--- src/rtl/hdc_pkg.sv ---
// Shared definitions for the HDC spatial-encoder SRAM fetch path.
// Contents:
//   fetch_state_t  - fetch arbiter FSM states
//   NUM_MOD        - number of modality requesters
//   BANKS_PER_MOD  - banks owned by each modality (IM, projM_pos, projM_neg)
//   bank_base()    - index of the first bank owned by a modality
package hdc_pkg;

    localparam int unsigned NUM_MOD       = 3;
    localparam int unsigned BANKS_PER_MOD = 3;

    typedef enum logic [1:0] {
        StIdle,
        StIssue,
        StWait,
        StDone
    } fetch_state_t;

    function automatic int unsigned bank_base(input int unsigned m);
        return m * BANKS_PER_MOD;
    endfunction

endpackage

--- src/rtl/rr_arbiter.sv ---
// Combinational round-robin winner selection.
// The search starts one position after last_i and wraps, so the most recent
// winner has the lowest priority.
// Ports:
//   req_i  [NUM_MOD]  request vector
//   last_i [IdxW]     index of the previous winner
//   gnt_o  [NUM_MOD]  one-hot grant (all zero when no request)
//   idx_o  [IdxW]     winner index
//   vld_o             at least one request present
module rr_arbiter #(
    parameter int unsigned NUM_MOD = hdc_pkg::NUM_MOD,
    parameter int unsigned IdxW    = (NUM_MOD > 1) ? $clog2(NUM_MOD) : 1
) (
    input  logic [NUM_MOD-1:0] req_i,
    input  logic [IdxW-1:0]    last_i,
    output logic [NUM_MOD-1:0] gnt_o,
    output logic [IdxW-1:0]    idx_o,
    output logic               vld_o
);

    logic [IdxW-1:0] cand;

    always_comb begin
        gnt_o = '0;
        idx_o = '0;
        vld_o = 1'b0;
        cand  = '0;
        for (int unsigned k = 1; k <= NUM_MOD; k++) begin
            cand = IdxW'((32'(last_i) + k) % NUM_MOD);
            if (!vld_o && req_i[cand]) begin
                vld_o       = 1'b1;
                idx_o       = cand;
                gnt_o[cand] = 1'b1;
            end
        end
    end

endmodule

--- src/rtl/hdc_sram_fetch_arbiter.sv ---
// Round-robin controller sharing the single SRAM address bus among the
// modality fetch requesters. One modality is granted at a time: its address
// is driven on the shared bus, its three banks are requested, and once every
// owned bank has returned valid a one-cycle Done_SO pulse goes back to it.
// Optional feature macro: HDC_FETCH_TIMEOUT_EN adds a WAIT watchdog
// (TIMEOUT_CYCLES parameter, Timeout_SO sticky flag).
// Ports:
//   Clk_CI        clock
//   Reset_RI      synchronous reset, active-high
//   Req_SI        per-modality fetch request
//   ReqAddr_DI    per-modality address, modality m at [m*ADDR_WIDTH +: ADDR_WIDTH]
//   Done_SO       one-cycle completion pulse to the granted modality
//   Busy_SO       arbiter not idle
//   SramAddr_DO   shared bank address
//   SramReq_SO    per-bank read request
//   SramValid_SI  per-bank data valid
//   Timeout_SO    sticky watchdog flag (HDC_FETCH_TIMEOUT_EN only)
module hdc_sram_fetch_arbiter #(
    parameter int unsigned NUM_MOD        = hdc_pkg::NUM_MOD,
    parameter int unsigned BANKS_PER_MOD  = hdc_pkg::BANKS_PER_MOD,
    parameter int unsigned ADDR_WIDTH     = 8
`ifdef HDC_FETCH_TIMEOUT_EN
    ,
    parameter int unsigned TIMEOUT_CYCLES = 64
`endif
) (
    input  logic                              Clk_CI,
    input  logic                              Reset_RI,
    input  logic [NUM_MOD-1:0]                Req_SI,
    input  logic [NUM_MOD*ADDR_WIDTH-1:0]     ReqAddr_DI,
    output logic [NUM_MOD-1:0]                Done_SO,
    output logic                              Busy_SO,
    output logic [ADDR_WIDTH-1:0]             SramAddr_DO,
    output logic [NUM_MOD*BANKS_PER_MOD-1:0]  SramReq_SO,
    input  logic [NUM_MOD*BANKS_PER_MOD-1:0]  SramValid_SI
`ifdef HDC_FETCH_TIMEOUT_EN
    ,
    output logic                              Timeout_SO
`endif
);

    import hdc_pkg::*;

    localparam int unsigned NumBanks = NUM_MOD * BANKS_PER_MOD;
    localparam int unsigned IdxW     = (NUM_MOD > 1) ? $clog2(NUM_MOD) : 1;

    fetch_state_t               state_q, state_d;
    logic [IdxW-1:0]            win_q, win_d;
    logic [IdxW-1:0]            last_q, last_d;
    logic [BANKS_PER_MOD-1:0]   mask_q, mask_d;
    logic [ADDR_WIDTH-1:0]      addr_q, addr_d;
    logic [NumBanks-1:0]        sreq_q, sreq_d;
    logic [NUM_MOD-1:0]         done_q, done_d;
    logic                       busy_q, busy_d;

`ifdef HDC_FETCH_TIMEOUT_EN
    localparam int unsigned CntW = $clog2(TIMEOUT_CYCLES + 1);
    logic [CntW-1:0]            cnt_q, cnt_d;
    logic                       tmo_q, tmo_d;
`endif

    logic [NUM_MOD-1:0]         arb_gnt;
    logic [IdxW-1:0]            arb_idx;
    logic                       arb_vld;
    logic [ADDR_WIDTH-1:0]      arb_addr;
    logic [BANKS_PER_MOD-1:0]   own_vld;
    logic [BANKS_PER_MOD-1:0]   coll;
    logic                       finish;

    rr_arbiter #(
        .NUM_MOD (NUM_MOD),
        .IdxW    (IdxW)
    ) u_rr (
        .req_i  (Req_SI),
        .last_i (last_q),
        .gnt_o  (arb_gnt),
        .idx_o  (arb_idx),
        .vld_o  (arb_vld)
    );

    // Address of the winning requester, selected by the one-hot grant.
    always_comb begin
        arb_addr = '0;
        for (int unsigned m = 0; m < NUM_MOD; m++) begin
            if (arb_gnt[m]) begin
                arb_addr = arb_addr | ReqAddr_DI[m*ADDR_WIDTH +: ADDR_WIDTH];
            end
        end
    end

    // Only the granted modality's banks count; foreign valids fall off here.
    assign own_vld = BANKS_PER_MOD'(SramValid_SI >> bank_base(32'(win_q)));
    assign coll    = mask_q | own_vld;

    always_comb begin
        state_d = state_q;
        win_d   = win_q;
        last_d  = last_q;
        mask_d  = mask_q;
        addr_d  = addr_q;
        sreq_d  = sreq_q;
        done_d  = '0;
        busy_d  = busy_q;
        finish  = 1'b0;
`ifdef HDC_FETCH_TIMEOUT_EN
        cnt_d   = cnt_q;
        tmo_d   = tmo_q;
`endif
        unique case (state_q)
            StIdle: begin
                if (arb_vld) begin
                    win_d   = arb_idx;
                    addr_d  = arb_addr;
                    sreq_d  = NumBanks'({BANKS_PER_MOD{1'b1}}) << bank_base(32'(arb_idx));
                    busy_d  = 1'b1;
                    state_d = StIssue;
                end
            end
            StIssue: begin
                // Mask restarts here, but a valid already present is kept.
                mask_d  = own_vld;
`ifdef HDC_FETCH_TIMEOUT_EN
                cnt_d   = '0;
`endif
                state_d = StWait;
            end
            StWait: begin
                mask_d = coll;
                finish = &coll;
`ifdef HDC_FETCH_TIMEOUT_EN
                if (!finish) begin
                    if (cnt_q == CntW'(TIMEOUT_CYCLES - 1)) begin
                        finish = 1'b1;
                        tmo_d  = 1'b1;
                    end else begin
                        cnt_d = cnt_q + CntW'(1);
                    end
                end
`endif
                if (finish) begin
                    done_d[win_q] = 1'b1;
                    sreq_d        = '0;
                    state_d       = StDone;
                end
            end
            StDone: begin
                last_d  = win_q;
                busy_d  = 1'b0;
                state_d = StIdle;
            end
            default: state_d = StIdle;
        endcase
    end

    always_ff @(posedge Clk_CI) begin
        if (Reset_RI) begin
            state_q <= StIdle;
            win_q   <= '0;
            last_q  <= IdxW'(NUM_MOD - 1);
            mask_q  <= '0;
            addr_q  <= '0;
            sreq_q  <= '0;
            done_q  <= '0;
            busy_q  <= 1'b0;
`ifdef HDC_FETCH_TIMEOUT_EN
            cnt_q   <= '0;
            tmo_q   <= 1'b0;
`endif
        end else begin
            state_q <= state_d;
            win_q   <= win_d;
            last_q  <= last_d;
            mask_q  <= mask_d;
            addr_q  <= addr_d;
            sreq_q  <= sreq_d;
            done_q  <= done_d;
            busy_q  <= busy_d;
`ifdef HDC_FETCH_TIMEOUT_EN
            cnt_q   <= cnt_d;
            tmo_q   <= tmo_d;
`endif
        end
    end

    assign Done_SO     = done_q;
    assign Busy_SO     = busy_q;
    assign SramAddr_DO = addr_q;
    assign SramReq_SO  = sreq_q;
`ifdef HDC_FETCH_TIMEOUT_EN
    assign Timeout_SO  = tmo_q;
`endif

endmodule

--- config.mk ---
export PLATFORM = sky130hd
export DESIGN_NAME = hdc_sram_fetch_arbiter
export DESIGN_NICKNAME = d
export VERILOG_FILES = /design/src/rtl/hdc_pkg.sv /design/src/rtl/rr_arbiter.sv /design/src/rtl/hdc_sram_fetch_arbiter.sv
export SDC_FILE = /design/constraint.sdc
export NUM_CORES = 1
export LEC_CHECK = 0
export ABC_AREA = 0
export CORE_ASPECT_RATIO = 0.7
export CORE_MARGIN = 2
export CORE_UTILIZATION = 50
export CTS_BUF_LIST = sky130_fd_sc_hd__clkbuf_4
export CTS_CLUSTER_DIAMETER = 80
export CTS_CLUSTER_SIZE = 12
export DETAILED_ROUTE_END_ITERATION = 10
export PLACE_DENSITY = 0.95
export SLEW_MARGIN = 20
export SYNTH_ARGS = -nofsm -noshare
export SYNTH_HDL_FRONTEND = slang
export SYNTH_SLANG_ARGS = --single-unit
--- constraint.sdc ---
create_clock -name Clk_CI -period 4.7 [get_ports Clk_CI]
set_input_delay 1.175 -clock Clk_CI [delete_from_list [all_inputs] [get_ports Clk_CI]]
set_output_delay 1.175 -clock Clk_CI [all_outputs]
set_load 0.005 [all_outputs]
# Word-level counts from Yosys, hierarchy flattened
# Index checks and enable logic that the tools add are counted.
# Widths: inputs -> output; s select.
dict set report totals {
  regBits 30
  input_bits 38
  output_inout_bits 21
  wordCells 91
}
dict set report classes {
  n_addsub 3
  mul 2
  n_div 3
  order_cmp 8
  eq_ne 5
  shifts 2
  muxes 35
  bitwise_logic 7
  reduce_logical 18
}
# cell count
set ops {}
lappend ops {{$mod 32x2->32 const B} 3}
lappend ops {{$mux 8} 3}
lappend ops {{$mux 9} 2}
lappend ops {{$pmux 9 s2} 1}
lappend ops {{$or 8x8->8} 2}
lappend ops {{$lt 2x3->1 const B} 4}
lappend ops {{$mux 1} 11}
lappend ops {{$mux 2} 5}
lappend ops {{$mux 3} 3}
lappend ops {{$or 3x3->3} 3}
lappend ops {{$shl 3x4->9 const A} 1}
lappend ops {{$shr 9x4->3} 1}
lappend ops {{$demux 1 s2} 4}
lappend ops {{$ge 2x1->1 const B} 4}
lappend ops {{$mul 2x2->4 const B} 2}
lappend ops {{$pmux 2 s4} 1}
lappend ops {{$add 2x2->3 const B} 2}
lappend ops {{$bmux 1 s2} 3}
lappend ops {{$logic_and 1x1->1} 6}
lappend ops {{$pmux 3 s2} 1}
lappend ops {{$reduce_and 2->1} 3}
lappend ops {{$reduce_and 3->1} 2}
lappend ops {{$reduce_bool 2->1} 3}
lappend ops {{$eq 2x2->1 const B} 2}
lappend ops {{other kinds (8)} 11}

# Depth between registers and ports, before layout
# Gate-level depths: netlist of the first run.
dict set report logic_depth {
  ltp_word 16
  depth_mapped 9
  ltp_nobuf 7
}

# Modules after synthesis
# Synthesis of the first run repeated with hierarchy kept, for this count alone.
dict set report hier_totals {
  hier_cells 172
  hier_area_um2 1486.4
}
# mod n_inst cells_per_inst area_per_inst_um2 seq_area_each_um2
set by_module_without_submodules {}
lappend by_module_without_submodules {hdc_sram_fetch_arbiter 1 131 1188.6 480.5}
lappend by_module_without_submodules {rr_arbiter 1 41 297.8 0.0}

# Worst setup path after synthesis of the first run
# No wires, ideal clock.
dict set report synth_timing {
  path_kind {in2reg}
  start {in Req_SI[1]}
  end {reg addr_q[0], in the netlist SramAddr_DO[0]}
  setup_ns 0.081
  t_arrival_ns 2.288
  required_time_ns 4.619
  slack_ns 2.331
  stages 5
  path_buffers 0
  path_cell_list {and3b_1 o21bai_2 a2111oi_4 o21ai_1 a41oi_1}
}
dict set report synth_via {
  elab_chain_len 14
  word_cells_on_any_way 24
  cone_classes {15 x mux; 4 x bitwise; 5 x reduce/logical}
}
# element line_no
set synth_lines {}
lappend synth_lines {{start, declared} hdc_sram_fetch_arbiter.sv:29} ;# input logic [NUM_MOD-1:0] Req_SI,
lappend synth_lines {{$bmux 1 s2} rr_arbiter.sv:30} ;# if (!vld_o && req_i[cand]) begin
lappend synth_lines {{$mux 1 (implied by the code)} rr_arbiter.sv:30}
lappend synth_lines {{$mux 1} rr_arbiter.sv:30}
lappend synth_lines {{$logic_not 1->1} rr_arbiter.sv:30}
lappend synth_lines {{$logic_and 1x1->1} rr_arbiter.sv:30}
lappend synth_lines {{$mux 1} rr_arbiter.sv:30}
lappend synth_lines {{$logic_not 1->1} rr_arbiter.sv:30}
lappend synth_lines {{$logic_and 1x1->1} rr_arbiter.sv:30}
lappend synth_lines {{$mux 3} rr_arbiter.sv:30}
lappend synth_lines {{$mux 8} hdc_sram_fetch_arbiter.sv:85} ;# if (arb_gnt[m]) begin
lappend synth_lines {{$or 8x8->8} hdc_sram_fetch_arbiter.sv:86} ;# arb_addr = arb_addr | ReqAddr_DI[m*ADDR_WIDTH +: ADDR_WIDTH];
lappend synth_lines {{$mux 8} hdc_sram_fetch_arbiter.sv:85}
lappend synth_lines {{$or 8x8->8} hdc_sram_fetch_arbiter.sv:86}
lappend synth_lines {{$mux 8} hdc_sram_fetch_arbiter.sv:85}
lappend synth_lines {{end signal, assigned} hdc_sram_fetch_arbiter.sv:174} ;# addr_q <= addr_d;
lappend synth_lines {{end, declared} hdc_sram_fetch_arbiter.sv:51} ;# logic [ADDR_WIDTH-1:0] addr_q, addr_d;
# Parallel ways exist; a longest one is shown, timed or not. The select of a mux whose other input is x is not followed.
# A chain may end at the register's enable or synchronous reset.

# Final worst setup path of the first run
dict set report layout_timing {
  start {in Req_SI[1]}
  end {reg addr_q[2], in the netlist SramAddr_DO[2]}
}
# Same word-level chain as after synthesis.

==> metrics.md, run 1 <==
| Metric | Value |
|---|---|
| Critical path fanouts, max | 11 |
| Final period util | 0.666 |
| Die area | approximately 3700 um^2 |
| Buffers on Ports | 58 |
| RSZ-0062 raised after global routing | false |
| Leakage power | ~0.82 nW |
| Crit path to | SramAddr_DO[2] |
| CTS hold repair buffers | 0 |
| Crit-path cells | clkdlybuf4s50_1, a21o_1, a2bb2oi_2, o41ai_2, nand2_1, a41oi_1 |
| Worst R2R Start | last_q[0] |
| Drt first-iter violations | 111 |
| Largest net degree at the start of global routing | 15 |
| Clock power share | 0.151 |
| Routed Antenna Nets | 0 |
| Crit path max-delay family | compound AO/OA/AOI/OAI gates |
| CTS Buffer Depth | 2 |
| Layout cells sized above 1 | 0.0417 |
| Most common cell after layout, fill and taps aside | clkdlybuf4s50_1 |
| Postcts setup bufs | 0 |
| Total CTS buffers | 3 |
| I/O pin total | 59 |
| Worst-Margin Slew | roughly 1.1 ns |
| CTS H-tree depth | 1 |
| Comb power frac | 0.531 |
| Final Wtd Congestion | ~0.82 |
| Critical Path Start | Req_SI[1] |
| Cell variety after synth | 47 |
| Int Pwr | ~630 uW |
| Synth Register Bits | 24 |
| Mapped Area | approximately 1600 um^2 |
| Syn Nets | about 240 |
| DRC violations left | 0 |
| Clk sink count | 24 |
| Worst R2R Path Depth | 7 |
| Critical Path RT | slightly below 5 ns |
| Reg2Reg Capture Point | SramAddr_DO[2] |
| Area occupied by multi-input gates | about 1000 um^2 |
| Vias | ~1600 |
| Routed wire per std cell | between 15 and 20 um |
| Total gr overflow | 0 |
| Overall Global Routing Usage | 0.244 |
| # diodes | 0 |
| Slew HR | 0.278 |
| CTS clk-pin slew, worst paths | 0.14 ns |
| Setup TNS | 0 ns |
| Hold WS | just over 0.5 ns |
| Max_cap viols | 0 |
| Crit. End Element | flip-flop |
| Vias in the first global route | ~1600 |
| Setup slack, reg-to-reg | 1.97 ns |
| Startpoint Class | input pin |
| CP max stage cell | o41ai_2 |
| Mapped Avg Cell Area | ~8.3 um^2 |
| WP depth | 6 |
| Register area | around 480 um^2 |
| Clk_skew | 0.00546 ns |
| Hpwl dp | between 3 and 4 mm |
| PD cells | ~460 nW/um^2 |
| Final Slew Violations | 0 |
| Ys async rst share | 0 |
| Critical path class | input pin to flip-flop |
| Largest stage delay, worst path | around 0.93 ns |
| Status | complete, no violations |
| Die Span X | ~72 um |
| Psw | approximately 380 uW |
| Core Region | ~3100 um^2 |
| Worst min path class | flip-flop to flip-flop |
| Crit path buf inv count | 1 |
| Pre-Repair DR Iteration Count | 4 |
| Site Rows | 17 |
| Post_cts resized | 0 |
| Switch share | 0.374 |
| Vias per cell | around 5.9 |
| Clock root buffer | clkbuf_4 |
| Number of synthesized flops with an enable pin | 0 |
| Sequential fraction of the synthesis area | 0.296 |
| Starting Density | 0.519 |
| Yosys warnings | 0 |
| Clk Latency, worst-skew pair | ~0.32 ns |
| Final Hold Vio Count | 0 |
| Peak VDD IR | a little over 0.3 mV |
| Final Critical Period | around 3.1 ns |
| NumNets Final | ~290 |
| Sequential share of power | 0.318 |
| Layout area overhead | 35.9% |
| Fmax | 319 MHz |
| TritonCTS clock tree | built |
| Die H | 51.7 um |
| Global-route wire length before repair | 7.15 mm |
| Initial antenna violation count | 0 |
| Most frequent cells in the layout | 58 x clkdlybuf4s50_1, 26 x nand2_1, 24 x dfxtp_1, 13 x nor2_1, 12 x mux2i_1 |
| Crit path arrival time | 3.38 ns |
| Post-synth top flop | dfxtp_1 |
| Filler cells | between 200 and 300 |
| Final setup viols | 0 |
| WL final | 4.23 mm |
| Mapped Cells | 195 |
==> worst min-delay path by stage <==
stage | startpoint | endpoint | slack (ns) | cells past startpoint
after floorplan | mask_q[0] | mask_q[0] | 0.47 | 2
after global placement | SramReq_SO[7] | SramReq_SO[7] | 0.47 | 2
after detailed placement | SramReq_SO[7] | SramReq_SO[7] | 0.50 | 2
after CTS | SramReq_SO[2] | SramReq_SO[2] | 0.52 | 2
after global routing | SramReq_SO[7] | SramReq_SO[7] | 0.54 | 2
final | SramReq_SO[7] | SramReq_SO[7] | 0.51 | 2
==> metal layers <==
metal | global-route usage | wire, um
met5 | 0 | 0
met4 | 0.0283 | 12
met3 | 0.0640 | 378
met2 | 0.393 | 1850
met1 | 0.340 | 1990
==> sequential cells by signal, summed over array words and instances (netlist names) <==
register,flops
Busy_SO,1
win_q,2
SramReq_SO,3
mask_q,3
Done_SO,3
last_q,2
SramAddr_DO,8
state_q,2
==> cells in the mapped netlist (all sizes together) (2+ instances only) <==
cell type	number	area (um^2)
dfxtp	24	480
nor2	13	48.8
nand3b	4	33.8
nand2b	2	12.5
a21o	9	67.6
nor2b	2	12.5
clkbuf	5	18.8
o21ai	20	100
and2	3	18.8
inv	6	22.5
buf	12	86.3
o211ai	3	22.5
a41oi	8	70.1
a22oi	3	22.5
a21oi	9	45.0
mux2i	12	120
ha	8	100
or2	2	12.5
nand2	26	97.6
nor3b	2	15.0
==> tightest hold or removal path, cell delays in order, from the launching register on <==
cell and delay, ns:
dfxtp_1 0.36, nand2_1 0.06, mux2i_1 0.06
==> cell families after synthesis <==
logic type | count (synthesis) | share of synthesized area
multiplexers | 12 | 0.0740
AND/OR/NAND/NOR | 60 | 0.186
buffers and inverters | 23 | 0.0786
AO/OA/AOI/OAI | 68 | 0.304
flip-flops | 24 | 0.296
adder cells (fa/ha/maj) | 8 | 0.0616
==> power by group through the flow <==
stage / combinational (mW) / sequential [mW] / clock, mW
floorplan: 0.349 / 0.313 / 0
global placement: 0.515 / 0.323 / 0
detailed placement: 0.531 / 0.323 / 0
CTS: 0.536 / 0.320 / 0.153
global route: 0.589 / 0.332 / 0.164
finish: 0.537 / 0.321 / 0.152
==> through the flow <==
stage	setup WS (ns)	std cells	cell area, um^2	util	total power, mW
global placement	1.35	274	2150	0.689	0.838
floorplan	2.33	195	1620	-	0.662
detailed placement	1.23	274	2150	0.689	0.854
CTS	1.58	278	2210	0.706	1.01
global route	1.42	278	2210	0.706	1.08
finish	1.57	278	2210	0.706	1.01
==> area by class of cell <==
cell class / count / share of cell area
sequential: 24 / 0.218
inverter: 6 / 0.0102
timing repair buffer: 58 / 0.263
clock buffer: 3 / 0.0102
tap: 38 / 0.0215
clock inverter: 1 / 0.0136
multi-input combinational: 148 / 0.464
Power figures use the tool's default switching activity.
==> run 2, diff against run 1 <==
--- a/config.mk
+++ b/config.mk
@@ -8,12 +8,12 @@
 export ABC_AREA = 0
 export CORE_ASPECT_RATIO = 0.7
 export CORE_MARGIN = 2
-export CORE_UTILIZATION = 50
+export CORE_UTILIZATION = 46
 export CTS_BUF_LIST = sky130_fd_sc_hd__clkbuf_4
 export CTS_CLUSTER_DIAMETER = 80
 export CTS_CLUSTER_SIZE = 12
 export DETAILED_ROUTE_END_ITERATION = 10
-export PLACE_DENSITY = 0.95
+export PLACE_DENSITY = 0.91
 export SLEW_MARGIN = 20
 export SYNTH_ARGS = -nofsm -noshare
 export SYNTH_HDL_FRONTEND = slang
==> constraint.sdc (replaced) <==
create_clock -name Clk_CI -period 3 [get_ports Clk_CI]
set_input_delay 0.75 -clock Clk_CI [delete_from_list [all_inputs] [get_ports Clk_CI]]
set_output_delay 0.75 -clock Clk_CI [all_outputs]
set_load 0.005 [all_outputs]
==> run 2 against run 1 <==
Via count is 2.6% lower. Non-clock buffer count is 1 higher. First-iteration DRC count is 0.90% higher. Highest routed layer unchanged. Critical endpoint is now SramAddr_DO[3]. Largest cell class unchanged. Final cell count is 4.7% higher. Largest power group unchanged. Critical path depth stayed put. Flip-flop and latch count stayed put. Sequential power is 57% higher. Global-route usage is 2.1 points lower. Utilization is 6.6 points lower.
==> metrics.md, run 2 (synthesis gave the netlist of run 1 again) <==
| Metric | Value |
|---|---|
| Final Slew Violations | 0 (unchanged) |
| Layout cells sized above 1 | 0.0415 (was 0.0417) |
| Crit path max-delay family | compound AO/OA/AOI/OAI gates (unchanged) |
| Die Span X | 75.0 um (was 72.1 um) |
| Layout area overhead | 35.7% (was 35.9%) |
| Critical path fanouts, max | 10 (was 11) |
| # diodes | 0 (unchanged) |
| Status | complete, no violations (unchanged) |
| Crit path buf inv count | 1 (unchanged) |
| Routed wire per std cell | 14.2 um (was 15.2 um) |
| Critical path class | input pin to flip-flop (unchanged) |
| Critical Path RT | 3.25 ns (was 4.95 ns) |
| Vias in the first global route | 1514 (was 1552) |
| CP max stage cell | a2111oi_4 (was o41ai_2) |
| Post_cts resized | 0 (unchanged) |
| Setup TNS | 0 ns (unchanged) |
| Starting Density | 0.471 (was 0.519) |
| Clock root buffer | clkbuf_4 (unchanged) |
| Crit. End Element | flip-flop (unchanged) |
| Die area | 4030 um^2 (was 3730 um^2) |
| Overall Global Routing Usage | 0.223 (was 0.244) |
| TritonCTS clock tree | built (unchanged) |
| WL final | 4.12 mm (was 4.23 mm) |
| Max_cap viols | 0 (unchanged) |
| Global-route wire length before repair | 6.83 mm (was 7.15 mm) |
| CTS clk-pin slew, worst paths | 0.14 ns (about the same) |
| Site Rows | 18 (was 17) |
| Initial antenna violation count | 0 (unchanged) |
| CTS hold repair buffers | 0 (unchanged) |
| CTS H-tree depth | 1 (unchanged) |
| Vias | 1594 (was 1637) |
| Clk sink count | 24 (unchanged) |
| Hpwl dp | 3.17 mm (was 3.13 mm) |
| Final Critical Period | 2.48 ns |
| NumNets Final | 288 (was 287) |
| Final setup viols | 0 (unchanged) |
| RSZ-0062 raised after global routing | false (unchanged) |
| Total gr overflow | 0 (unchanged) |
| Final Wtd Congestion | 0.912 (was 0.818) |
| Clk_skew | 0.0233 ns (was 0.00546 ns) |
| Die H | 53.7 um (was 51.7 um) |
| Core Region | 3450 um^2 (was 3130 um^2) |
| CTS Buffer Depth | 2 (unchanged) |
| Clk Latency, worst-skew pair | 0.32 ns (about the same) |
| PD cells | 675 nW/um^2 (was 458 nW/um^2) |
| Drt first-iter violations | 112 (was 111) |
| Worst-Margin Slew | 0.572 ns (was 1.07 ns) |
| Most common cell after layout, fill and taps aside | clkdlybuf4s50_1 (unchanged) |
| Fin worst setup slack | 0.525 ns (was 1.57 ns) |
| Crit path arrival time | 2.73 ns (was 3.38 ns) |
| Most frequent cells in the layout | 58 x clkdlybuf4s50_1, 26 x nand2_1, 24 x dfxtp_1, 13 x nor2_1, 12 x mux2i_1 (unchanged) |
| Buffers on Ports | 58 (unchanged) |
| Worst min path class | flip-flop to flip-flop (unchanged) |
| Slew HR | 0.619 (was 0.278) |
| Total CTS buffers | 3 (unchanged) |
| Vias per cell | 5.48 (was 5.89) |
| Pre-Repair DR Iteration Count | 5 (was 4) |
| DRC violations left | 0 (unchanged) |
| Largest stage delay, worst path | 0.60 ns (was 0.93 ns) |
| I/O pin total | 59 (unchanged) |
| Startpoint Class | input pin (unchanged) |
| Crit-path cells | clkdlybuf4s50_1, mux2i_1, o21a_1, a2111oi_4, o21ai_1, a41oi_1 (was clkdlybuf4s50_1, a21o_1, a2bb2oi_2, o41ai_2, nand2_1, a41oi_1) |
| Final period util | 0.825 |
| Largest net degree at the start of global routing | 15 (unchanged) |
| Postcts setup bufs | 0 (unchanged) |
| Routed Antenna Nets | 0 (unchanged) |
| Peak VDD IR | 0.352 mV (was 0.302 mV) |
| Fmax | between 400 and 500 MHz |
| Max FFs per register | 8 (unchanged) |
| Dpl ws | 0.210 ns (was 1.23 ns) |
| Final Hold Vio Count | 0 (unchanged) |
| Leakage power | 0.813 nW (was 0.820 nW) |
==> run 2: cell count changes in the layout (fill, tap and decap cells not counted), sizes merged <==
| cell | before | now |
|---|---|---|
| buf | 0 | 1 |
| bufinv | 1 | 0 |
| clkinv | 0 | 1 |
==> run 2: layer usage <==
layer	track usage	up-vias	part of all wire
met5	0	-	0
met4	0.0327	0	0.0078
met3	0.0599	6	0.072
met2	0.363	63	0.45
met1	0.304	721	0.47
li1	-	804	-
==> run 2: area by class of cell <==
type | instances | area (um^2)
tap | 50 | 62.6
inverter | 6 | 22.5
fill | 305 | 1240
clock buffer | 3 | 22.5
timing repair buffer | 59 | 588
clock inverter | 1 | 3.75
multi-input combinational | 148 | 1020
sequential | 24 | 480
==> run 2: per-stage QoR <==
stage                      util  total power, mW  cells  hold slack [ns]  cell area [um^2]
after floorplan               -             1.04    195            0.465              1620
after global placement    0.632             1.32    287            0.472              2180
after detailed placement  0.632             1.34    287            0.485              2180
after CTS                 0.639             1.49    291            0.501              2200
after global routing      0.639             1.61    291            0.531              2200
final                     0.639             1.49    291            0.495              2200
==> run 2: final timing paths <==
kind / cells after the start / to / from / slack, ns
worst min register to register: 2 / SramReq_SO[7] / SramReq_SO[7] / 0.50
worst max register to register: 7 / SramAddr_DO[3] / last_q[0] / 0.57
worst max-delay path: 6 / SramAddr_DO[3] / Req_SI[1] / 0.52
worst min-delay path: 2 / SramReq_SO[7] / SramReq_SO[7] / 0.50
==> run 2: where the power goes <==
| part | switching (mW) | internal (mW) | leakage, nW |
|---|---|---|---|
| clock | 0.0965 | 0.0487 | 0.0154 |
| combinational | 0.403 | 0.436 | 0.600 |
| sequential | 0.0782 | 0.425 | 0.197 |
| total | 0.578 | 0.909 | 0.813 |
==> run 2: worst min-delay path, delay by kind of cell, from the launching register on <==
family           cells  cell delay, ns
AND/OR/NAND/NOR      1            0.06
multiplexers         1            0.05
flip-flops           1            0.35
==> run 3, diff against run 2 <==
--- a/config.mk
+++ b/config.mk
@@ -8,12 +8,12 @@
 export ABC_AREA = 0
 export CORE_ASPECT_RATIO = 0.7
 export CORE_MARGIN = 2
-export CORE_UTILIZATION = 46
+export CORE_UTILIZATION = 42
 export CTS_BUF_LIST = sky130_fd_sc_hd__clkbuf_4
 export CTS_CLUSTER_DIAMETER = 80
 export CTS_CLUSTER_SIZE = 12
 export DETAILED_ROUTE_END_ITERATION = 10
-export PLACE_DENSITY = 0.91
+export PLACE_DENSITY = 0.88
 export SLEW_MARGIN = 20
 export SYNTH_ARGS = -nofsm -noshare
 export SYNTH_HDL_FRONTEND = slang
==> constraint.sdc (replaced) <==
create_clock -name Clk_CI -period 2.1 [get_ports Clk_CI]
set_input_delay 0.525 -clock Clk_CI [delete_from_list [all_inputs] [get_ports Clk_CI]]
set_output_delay 0.525 -clock Clk_CI [all_outputs]
set_load 0.005 [all_outputs]
==> run 3 against run 2 <==
The flow now finishes with violations (setup timing). Global-route usage fell by 0.93 points. Wire length rose by 25%. Worst hold slack improved by 0.0039 ns.
==> metrics.md, run 3 (synthesis gave the netlist of run 1 again) <==
| Metric | Value |
|---|---|
| Status | complete, but fails checks (was complete, no violations) |
| Failing checks | setup timing |
| Critical path class | flip-flop to flip-flop (was input pin to flip-flop) |
| Fmax | 465 MHz |
| Clk Latency, worst-skew pair | 0.33 ns (was 0.32 ns) |
| Vias in the first global route | 1627 (was 1514) |
| Most common cell after layout, fill and taps aside | clkdlybuf4s50_1 (unchanged) |
| Final Slew Violations | 0 (unchanged) |
| Crit. End Element | flip-flop (unchanged) |
| Final Wtd Congestion | 0.906 (was 0.912) |
| Drt first-iter violations | 178 (was 112) |
| Crit path to | SramAddr_DO[3] (unchanged) |
| Peak VDD IR | 0.517 mV (was 0.352 mV) |
| Most frequent cells in the layout | 55 x clkdlybuf4s50_1, 26 x nand2_1, 21 x dfxtp_1, 17 x buf_4, 14 x o21ai_1 (was 58 x clkdlybuf4s50_1, 26 x nand2_1, 24 x dfxtp_1, 13 x nor2_1, 12 x mux2i_1) |
| RSZ-0062 raised after global routing | true (was false) |
| PD cells | 974 nW/um^2 (was 675 nW/um^2) |
| Clock root buffer | clkbuf_4 (unchanged) |
| Critical Path RT | 2.36 ns (was 3.25 ns) |
| Largest stage delay, worst path | 0.39 ns (was 0.60 ns) |
| Setup TNS | -0.0696 ns (was 0 ns) |
| Vias per cell | 5.74 (was 5.48) |
| CP max stage cell | dfxtp_4 (was a2111oi_4) |
| Critical Path Start | last_q[1] (was Req_SI[1]) |
| Overall Power | 2.48 mW (was 1.49 mW) |
| Largest net degree at the start of global routing | 15 (unchanged) |
| Vias | 1786 (was 1594) |
| Final Critical Period | around 2.2 ns |
| Startpoint Class | flip-flop (was input pin) |
| CTS hold repair buffers | 0 (unchanged) |
| Clk_skew | 0.00659 ns (was 0.0233 ns) |
| Layout area overhead | 56.9% (was 35.7%) |
| Core Region | 3600 um^2 (was 3450 um^2) |
| Total gr overflow | 0 (unchanged) |
| Global-route wire length before repair | 7.59 mm (was 6.83 mm) |
| Hold_sp | SramReq_SO[5] (was SramReq_SO[7]) |
| Pre-Repair DR Iteration Count | 4 (was 5) |
| Slew HR | 0.653 (was 0.619) |
| Die area | 4390 um^2 (was 4030 um^2) |
| Final setup viols | 3 (was 0) |
| Crit path arrival time | 2.41 ns (was 2.73 ns) |
| Final period util | 1.02 |
| NumNets Final | 308 (was 288) |
| Crit-path cells | inv_1, ha_4, mux2i_4, nor2_1, o41ai_4, buf_4, nand2_1, a41oi_1 (was clkdlybuf4s50_1, mux2i_1, o21a_1, a2111oi_4, o21ai_1, a41oi_1) |
| Setup slack, reg-to-reg | -0.05 ns (was 0.57 ns) |
| Worst R2R Path Depth | 8 (was 7) |
| Dpl ws | -0.339 ns (was 0.210 ns) |
| Worst min path class | flip-flop to flip-flop (unchanged) |
| # diodes | 0 (unchanged) |
| Critical path fanouts, max | 5 (was 10) |
| WL final | 5.17 mm (was 4.12 mm) |
| Max_cap viols | 0 (unchanged) |
| Overall Global Routing Usage | 0.214 (was 0.223) |
| Layout cells sized above 1 | 0.207 (was 0.0415) |
| Reg2Reg Capture Point | SramAddr_DO[3] (unchanged) |
| CTS clk-pin slew, worst paths | 0.14 ns (about the same) |
| Initial antenna violation count | 0 (unchanged) |
| Starting Density | 0.451 (was 0.471) |
| TritonCTS clock tree | built (unchanged) |
| DRC violations left | 0 (unchanged) |
| Buffers on Ports | 58 (unchanged) |
| Die H | 56.0 um (was 53.7 um) |
| Routed Antenna Nets | 0 (unchanged) |
| Hpwl dp | 3.38 mm (was 3.17 mm) |
| Max FFs per register | 8 (unchanged) |
| CTS H-tree depth | 1 (unchanged) |
| Routed wire per std cell | 16.6 um (was 14.2 um) |
| CTS Buffer Depth | 2 (unchanged) |
| Worst R2R Start | last_q[1] (was last_q[0]) |
| Final Hold Vio Count | 0 (unchanged) |
| Site Rows | 18 (unchanged) |
| Die Span X | 78.3 um (was 75.0 um) |
| Clk sink count | 24 (unchanged) |
| Worst-Margin Slew | 0.519 ns (was 0.572 ns) |
| Hold WS | 0.499 ns (was 0.495 ns) |
| Leakage power | 0.982 nW (was 0.813 nW) |
| Total CTS buffers | 3 (unchanged) |
| Fin worst setup slack | -0.0507 ns (was 0.525 ns) |
| I/O pin total | 59 (unchanged) |
| Final Util | 0.707 (was 0.639) |
-- run 3: worst min-delay path by stage --
stage,cells past startpoint,to
6_report,2,SramReq_SO[5]
4_1_cts,2,SramReq_SO[5]
2_1_floorplan,2,mask_q[0]
3_3_place_gp,2,SramReq_SO[5]
3_5_place_dp,2,SramReq_SO[5]
5_1_grt,2,SramReq_SO[5]
-- run 3: routing by layer --
metal,GRT usage,vias up,part of all wire
met4,0.0451,0,0.018
met5,0,-,0
met1,0.292,845,0.42
met2,0.326,84,0.48
met3,0.0731,11,0.084
li1,-,846,-
-- run 3: metrics by stage --
| stage | cell area (um^2) | cells |
|---|---|---|
| after floorplan | 1620 | 195 |
| after global placement | 2290 | 302 |
| after detailed placement | 2290 | 302 |
| after CTS | 2340 | 306 |
| after global routing | 2550 | 311 |
| final | 2550 | 311 |
-- run 3: repair_timing --
action	CTS	global route
endpoints found under the setup margin	11	17
gates cloned	0	1
setup buffers	0	5
pin swaps	1	14
gates resized for setup	5	46
-- run 3: area by class of cell --
| cell class | count | area [um^2] |
|---|---|---|
| inverter | 6 | 22.5 |
| fill | 270 | 1060 |
| sequential | 24 | 487 |
| clock inverter | 1 | 3.75 |
| clock buffer | 3 | 22.5 |
| timing repair buffer | 79 | 754 |
| tap | 50 | 62.6 |
| multi-input combinational | 148 | 1190 |
-- run 3: where the power goes --
group	switching [mW]	total, mW	internal, mW	leakage (nW)
registers	0.123	0.732	0.609	0.198
logic	0.716	1.53	0.810	0.768
clock network	0.153	0.223	0.0700	0.0154
total	0.992	2.48	1.49	0.982
-- run 3: worst max-delay path, delay by kind of cell, from the launching register on --
kind                     cells  cell delay (ns)
adder cells (fa/ha/maj)      1             0.21
flip-flops                   1             0.39
buffers and inverters        2             0.38
AND/OR/NAND/NOR              2             0.20
multiplexers                 1             0.33
AO/OA/AOI/OAI                2             0.55
